<file path="src/rtl/risc16_mem_pkg.sv">
// Shared data-memory definitions: default widths, access-type encoding and a
// helper that sizes counters able to hold 0..max inclusive.
// Pure declarations; no logic, no latency, no backpressure.
package risc16_mem_pkg;

  localparam int unsigned DEF_WORD_LEN = 16;
  localparam int unsigned DEF_ADDR_LEN = 10;

  // Encoding of the *_we inputs.
  typedef enum logic {
    ACC_READ  = 1'b0,
    ACC_WRITE = 1'b1
  } acc_e;

  // Width of a counter that must represent 0..max_val. Never returns 0 so a
  // zero bound still yields a legal one-bit register.
  function automatic int unsigned cnt_width(input int unsigned max_val);
    if (max_val == 0) return 1;
    return $clog2(max_val + 1);
  endfunction

endpackage

</file>
<file path="src/rtl/arb_starve_ctr.sv">
// Saturating count of consecutive cycles the debug port was denied.
// State updates on posedge; o_at_max is a direct decode of the register.
// No handshake: clear dominates increment, increment stops at p_MAX.
module arb_starve_ctr
  import risc16_mem_pkg::*;
#(
  parameter int unsigned p_MAX = 3
) (
  input  logic i_clk,
  input  logic i_rst_n,
  input  logic i_inc,
  input  logic i_clr,
  output logic o_at_max
);

  localparam int unsigned CW = cnt_width(p_MAX);

  logic [CW-1:0] cnt_q;
  logic [CW-1:0] cnt_d;

  assign o_at_max = (cnt_q == CW'(p_MAX));

  // Next count: clear wins, otherwise count up until the bound is reached.
  always_comb begin
    cnt_d = cnt_q;
    if (i_clr) begin
      cnt_d = '0;
    end else if (i_inc && !o_at_max) begin
      cnt_d = cnt_q + CW'(1);
    end
  end

  // Counter register.
  always_ff @(posedge i_clk or negedge i_rst_n) begin
    if (!i_rst_n) begin
      cnt_q <= '0;
    end else begin
      cnt_q <= cnt_d;
    end
  end

endmodule

</file>
<file path="src/rtl/mem_data_arbiter.sv">
// Shares one single-ported data memory between the core MEM stage and debug.
// Core access and grant are combinational (0 cycles); debug read data 1 cycle after grant.
// Losing core is stalled via o_core_stall; debug holds its request until o_dbg_gnt.
module mem_data_arbiter
  import risc16_mem_pkg::*;
#(
  parameter int unsigned p_WORD_LEN = DEF_WORD_LEN,
  parameter int unsigned p_ADDR_LEN = DEF_ADDR_LEN,
  parameter int unsigned p_MAX_WAIT = 3
) (
  input  logic                  i_clk,
  input  logic                  i_rst_n,
  input  logic                  i_core_req,
  input  logic                  i_core_we,
  input  logic [p_ADDR_LEN-1:0] i_core_addr,
  input  logic [p_WORD_LEN-1:0] i_core_wr_data,
  output logic [p_WORD_LEN-1:0] o_core_rd_data,
  output logic                  o_core_stall,
  input  logic                  i_dbg_req,
  input  logic                  i_dbg_we,
  input  logic [p_ADDR_LEN-1:0] i_dbg_addr,
  input  logic [p_WORD_LEN-1:0] i_dbg_wr_data,
  input  logic                  i_dbg_halt,
  output logic                  o_dbg_gnt,
  output logic                  o_dbg_rvalid,
  output logic [p_WORD_LEN-1:0] o_dbg_rd_data,
  output logic                  o_mem_wr_en,
  output logic [p_ADDR_LEN-1:0] o_mem_addr,
  output logic [p_WORD_LEN-1:0] o_mem_wr_data,
  input  logic [p_WORD_LEN-1:0] i_mem_rd_data
);

  logic                  core_gnt;
  logic                  dbg_gnt;
  logic                  wait_at_max;
  acc_e                  dbg_acc;
  logic                  dbg_rvalid_q;
  logic                  dbg_rvalid_d;
  logic [p_WORD_LEN-1:0] dbg_rd_data_q;
  logic [p_WORD_LEN-1:0] dbg_rd_data_d;

  assign dbg_acc = acc_e'(i_dbg_we);

  // Debug wins under halt, when the core is idle, or once it has waited its limit.
  always_comb begin
    dbg_gnt  = i_dbg_req & (i_dbg_halt | ~i_core_req | wait_at_max);
    core_gnt = i_core_req & ~dbg_gnt;
  end

  // Counts denied debug cycles; any grant or a dropped request restarts it.
  arb_starve_ctr #(
    .p_MAX (p_MAX_WAIT)
  ) u_starve_ctr (
    .i_clk    (i_clk),
    .i_rst_n  (i_rst_n),
    .i_inc    (i_dbg_req & ~dbg_gnt),
    .i_clr    (dbg_gnt | ~i_dbg_req),
    .o_at_max (wait_at_max)
  );

  // Memory port mux: the granted requester drives it, otherwise all zeros.
  always_comb begin
    o_mem_wr_en   = 1'b0;
    o_mem_addr    = '0;
    o_mem_wr_data = '0;
    if (dbg_gnt) begin
      o_mem_wr_en   = (dbg_acc == ACC_WRITE);
      o_mem_addr    = i_dbg_addr;
      o_mem_wr_data = i_dbg_wr_data;
    end else if (core_gnt) begin
      o_mem_wr_en   = i_core_we;
      o_mem_addr    = i_core_addr;
      o_mem_wr_data = i_core_wr_data;
    end
  end

  assign o_core_rd_data = i_mem_rd_data;
  assign o_core_stall   = i_core_req & ~core_gnt;
  assign o_dbg_gnt      = dbg_gnt;

  // Capture memory data at the end of a granted debug read; pulse valid once.
  always_comb begin
    dbg_rvalid_d  = 1'b0;
    dbg_rd_data_d = dbg_rd_data_q;
    if (dbg_gnt && (dbg_acc == ACC_READ)) begin
      dbg_rvalid_d  = 1'b1;
      dbg_rd_data_d = i_mem_rd_data;
    end
  end

  // Debug read-return registers.
  always_ff @(posedge i_clk or negedge i_rst_n) begin
    if (!i_rst_n) begin
      dbg_rvalid_q  <= 1'b0;
      dbg_rd_data_q <= '0;
    end else begin
      dbg_rvalid_q  <= dbg_rvalid_d;
      dbg_rd_data_q <= dbg_rd_data_d;
    end
  end

  assign o_dbg_rvalid  = dbg_rvalid_q;
  assign o_dbg_rd_data = dbg_rd_data_q;

endmodule

</file>
<file path="config.mk">
export PLATFORM = sky130hd
export DESIGN_NAME = mem_data_arbiter
export DESIGN_NICKNAME = d
export VERILOG_FILES = /design/src/rtl/risc16_mem_pkg.sv /design/src/rtl/arb_starve_ctr.sv /design/src/rtl/mem_data_arbiter.sv
export SDC_FILE = /design/constraint.sdc
export NUM_CORES = 1
export LEC_CHECK = 0
export ABC_AREA = 0
export CAP_MARGIN = 20
export CELL_PAD_IN_SITES_DETAIL_PLACEMENT = 1
export CELL_PAD_IN_SITES_GLOBAL_PLACEMENT = 1
export CORE_MARGIN = 4
export CORE_UTILIZATION = 18
export DETAILED_ROUTE_END_ITERATION = 10
export PLACE_DENSITY_LB_ADDON = 0.1
export SLEW_MARGIN = 20
export SYNTH_ARGS = -nofsm -noshare
export SYNTH_HDL_FRONTEND = slang
export SYNTH_SLANG_ARGS = --single-unit
</file>
<file path="constraint.sdc">
create_clock -name i_clk -period 2 [get_ports i_clk]
set_input_delay 0.4 -clock i_clk [delete_from_list [all_inputs] [get_ports i_clk]]
set_output_delay 0.4 -clock i_clk [all_outputs]
set_load 0.005 [all_outputs]
</file>
Yosys cells after proc, flatten, opt, wreduce, memory -nomap -nowiden
Cells that the tools add are included.
Cells by class
  add/subtract/negate cells: 1
  equality and inequality tests: 1
  muxes and demuxes: 9
  bitwise logic cells: 12
  reduce and logical (&&, ||, !) cells: 4
Operator list (count)
  $mux W16: 2
  $mux W10: 2
  $not A1 Y1: 5
  $and A1 B1 Y1: 4
  $mux W2: 2
  $mux W1: 3
  $or A1 B1 Y1: 3
  $add A2 B1 Y2 const B: 1
  $eq A2 B2 Y1 const B: 1
  $logic_and A1 B1 Y1: 2
  $reduce_bool A2 Y1: 1
  $logic_not A1 Y1: 1
Word-level totals
  register bits after elaboration: 19
  input bits: 75
  output and inout bits: 62
  word-level logic and storage cells: 30

Longest topological paths before layout
  depth in word-level cells: 9
  depth in mapped cells: 6

Cells and area by module
Synthesis repeated with hierarchy kept, for this count alone.
Second synthesis, totals
  cell total of the unflattened synthesis: 101
  area, all modules: 1243.7 sq um
Modules (own cells, without submodules)
  mem_data_arbiter: times used 1, cells an instance 91, area each 1119.8 sq um
  arb_starve_ctr: times used 1, cells an instance 10, area each 123.9 sq um

Least setup slack after synthesis
No wires, ideal clock.
  path kind: reg2out
  from: reg u_starve_ctr.cnt_q[0]
  to: out o_mem_wr_data[10]
  data arrival time: 1.477 ns
  required time: 1.600 ns
  setup slack: 0.123 ns
  stages on the path, launching flop included: 7
  path through: dfrtp_1 > ha_1 > nor3b_4 > nor2b_1 > buf_2 > buf_6 > a22o_1
On the way
  cells in the longest elaborated chain, start to end: 7
RTL lines
  start, declared: line arb_starve_ctr.sv:18  | logic [CW-1:0] cnt_q;
  start signal, assigned: line arb_starve_ctr.sv:38  | cnt_q <= cnt_d;
  $eq A2 B2 Y1 *: line arb_starve_ctr.sv:21  | assign o_at_max = (cnt_q == CW'(p_MAX));
  $or A1 B1 Y1 *: line mem_data_arbiter.sv:46  | dbg_gnt = i_dbg_req & (i_dbg_halt | ~i_core_req | wait_at_max);
  $and A1 B1 Y1 *: line mem_data_arbiter.sv:46
  $not A1 Y1: line mem_data_arbiter.sv:47  | core_gnt = i_core_req & ~dbg_gnt;
  $and A1 B1 Y1: line mem_data_arbiter.sv:47
  $mux W16: line mem_data_arbiter.sv:70  | end else if (core_gnt) begin
  $mux W16 *: line mem_data_arbiter.sv:66  | if (dbg_gnt) begin
  end, declared: line mem_data_arbiter.sv:29  | output logic [p_WORD_LEN-1:0] o_mem_wr_data,
Every way passes the cells marked *; elsewhere a longest branch is shown, timed or not.

Worst setup path in the final report
Same ends and word-level chain as after synthesis.

==> results.md <==
- Status: finished, violations left
- Failing checks: negative setup slack
- Clock-pin slew on the worst setup and hold paths: 0.08 ns
- Die H: a little under 90 µm
- Min Hold Slack: about 0.47 ns
- Setup TNS: -3.439 ns
- WL final: between 5000 and 6000 µm
- Drt first-iter violations: 12
- GR Overflow Total: 0
- Port bufs: ~140
- Switching part of the total power: 0.2529
- Final design instance area without fill: between 0.002 and 0.003 mm²
- # diodes: 0
- Routed Antenna Nets: 0
- Final Hold Fails: 0
- Worst-path maximum fanout: 7
- Gpl congestion: between 0.7 and 0.8
- Routed length per placed instance: between 15 and 20 µm
- Clock buffer count from CTS: 3
- Row cnt: 29
- Clock Tree Buf Depth: 2
- Final Cycle Share: 1.115
- Post-cts hold buffer count: 0
- Worst-Skew Late Latency: about 0.26 ns
- # setup viols final: 27
- First-pass GRT wire length: about 7600 µm
- NumNets Final: a little over 300
- Synth unique cells: 17
- Tmin final: 2.230 ns
- Chip Width: between 80 and 90 µm
- DP Wirelength: roughly 4200 µm
- DRT Pass-1 Iters: 4
- Final worst setup slack: -0.2299 ns
- DRC viols: 0
- # fillers: between 700 and 800
- Comb pwr share: 0.453
- Worst VDD drop: ~0.32 mV
- Placed Cells: a little under 300
- Cell Area, Synth: between 0.001 and 0.0015 mm²
- Leakage: around 1.2 nW
- Overall fraction of global-route tracks in use: 0.1251
- Htree depth: 1
- Largest net degree at the start of global routing: 20
- Avg Cell Area, Syn: between 10 and 15 µm²
- Pint: ~1.0 mW
- Slew headroom: 0.8356
- CTS root buf: clkbuf_8
- Worst slew pin tran: between 0.2 and 0.25 ns
- Synth Register Bits: 19
- Non-filler cells, final: slightly above 300
- Crit Path Category: flop to output port
- Total Power: around 1.4 mW
- Layout cells sized above 1: 0.3084
- Max-capacitance violation count: 0
- Flop pwr share: 0.348
- Synth warn: 0
- Syn Inst Count: between 90 and 100
- Sequential-to-total area share from yosys stat: 0.4000
- Final Slew Violations: 0
- Hold/Removal Path Class: input pin to asynchronous set/reset pin
- Clock share of power: 0.199
- Cell Area, Placed: 0.002571 mm²
- Starting density of the core: 0.1861
- Arrival time at the worst endpoint: 1.83 ns
- Seq. cell area: approximately 480 µm²
- Initial antenna violation count: 0
- RSZ-0062 raised after global routing: yes
- Crit. End Element: output port
- Core ar.: about 0.0064 mm²
- Vias in the first global route: approximately 1,500
- Die ar.: about 0.008 mm²
- Multi-input gate area: between 500 and 600 µm²
- CTS Sinks: 19
- Sw Pwr: ~0.35 mW
- F_max: ~450 MHz
- Post-synthesis net count: between 150 and 200
- Pwr/cell area: around 520 mW/mm²
- Vias per Instance: ~4.2
- Via count: ~1,300
- Ports: 137
- Setup crit start kind: flop
- CTS tree: built
- Clk_skew: between 0.008 and 0.009 ns
- Area Growth Syn to Fin: 122.1%
- Required time of the critical path: around 1.6 ns
-- per-layer routing --
metal,track usage,wire (µm)
met1,0.1225,1745
met2,0.2425,2909
met3,0.04608,690
met4,0.03654,103
met5,0,0
-- sequential cells by signal, summed over array words and instances, names as in the netlist --
register	count
o_dbg_rd_data	16
o_dbg_rvalid	1
u_starve_ctr.cnt_q	2
-- layout make-up --
type / count / share of cell area
clock buffer: 3 / 0.01564
clock inverter: 1 / 0.002844
multi-input combinational: 53 / 0.2133
sequential: 19 / 0.1801
tap: 77 / 0.03649
timing repair buffer: 151 / 0.5517
-- repair_timing --
item | CTS | global route
hold endpoints to repair | 0 | 0
setup endpoints to repair | 29 | 29
resized for setup | 132 | 1
gates cloned | 4 | 0
setup buffers | 4 | 0
pin swaps | 31 | 4
-- power groups by stage --
| stage | clock network, mW | logic (mW) | registers (mW) |
|---|---|---|---|
| floorplan | 0 | 0.193 | 0.486 |
| global placement | 0 | 0.621 | 0.480 |
| detailed placement | 0 | 0.629 | 0.483 |
| CTS | 0.290 | 0.637 | 0.478 |
| global route | 0.307 | 0.662 | 0.485 |
| finish | 0.273 | 0.620 | 0.477 |
-- final timing paths --
check / startpoint / endpoint / slack [ns] / cells after the start
min: i_rst_n / o_dbg_rd_data[4]$_DFFE_PN0P_ / 0.47 / 2
min in group i_clk: o_dbg_rd_data[11]$_DFFE_PN0P_ / o_dbg_rd_data[11]$_DFFE_PN0P_ / 0.51 / 1
min reg2reg: o_dbg_rd_data[11]$_DFFE_PN0P_ / o_dbg_rd_data[11]$_DFFE_PN0P_ / 0.51 / 1
max reg2reg: u_starve_ctr.cnt_q[0]$_DFFE_PN0P_ / o_dbg_rd_data[5]$_DFFE_PN0P_ / 0.36 / 6
max: u_starve_ctr.cnt_q[0]$_DFFE_PN0P_ / o_mem_wr_data[10] / -0.23 / 7
max in group asynchronous: i_rst_n / o_dbg_rd_data[8]$_DFFE_PN0P_ / 1.32 / 2
-- logic make-up after synthesis --
logic type	Yosys count	share of synthesized area
mux	16	0.1800
fa+ha+maj	1	0.01052
flops	19	0.4000
buf+inv	23	0.1474
simple gates	8	0.05895
compound gates	28	0.2032
-- critical path: stages, from the launching register on --
cell,delay [ns]
dfrtp_1,0.42
ha_4,0.18
nor3b_4,0.23
nor2b_4,0.10
buf_6,0.15
buf_16,0.13
a22o_1,0.22
buf_2,0.14
-- placed cells by master, fill, tap and decap left out, drive strengths merged --
cell,synthesis,layout
buf,22,44
and2,2,2
o21ai,1,1
clkbuf,1,3
ha,1,1
clkinvlp,0,1
dfrtp,19,19
nor2b,1,1
dlygate4sd2,0,2
nor3b,2,2
a22o,27,27
mux2,16,16
and3,1,1
nand2,1,1
nor2,1,1
clkdlybuf4s50,0,105
-- cell usage after synthesis --
library cell | number | area share
clkbuf_1 | 1 | 0.0032
buf_2 | 4 | 0.017
mux2_2 | 7 | 0.066
a22o_1 | 27 | 0.20
and3_1 | 1 | 0.0053
nor2b_1 | 1 | 0.0053
o21ai_0 | 1 | 0.0042
mux2_4 | 9 | 0.11
buf_12 | 1 | 0.017
buf_4 | 16 | 0.10
nand2_1 | 1 | 0.0032
ha_1 | 1 | 0.011
buf_6 | 1 | 0.0095
nor2_1 | 1 | 0.0032
and2_1 | 2 | 0.011
nor3b_4 | 2 | 0.032
dfrtp_1 | 19 | 0.40
-- stage by stage --
stage               worst slack, ns  utilization
floorplan                    0.1233            -
detailed placement          -0.4786       0.4026
global route                -0.2879       0.4134
CTS                         -0.2035       0.4167
global placement            -0.4453       0.4026
finish                      -0.2299       0.4134
Note: power is estimated with default switching activity, not from simulation.
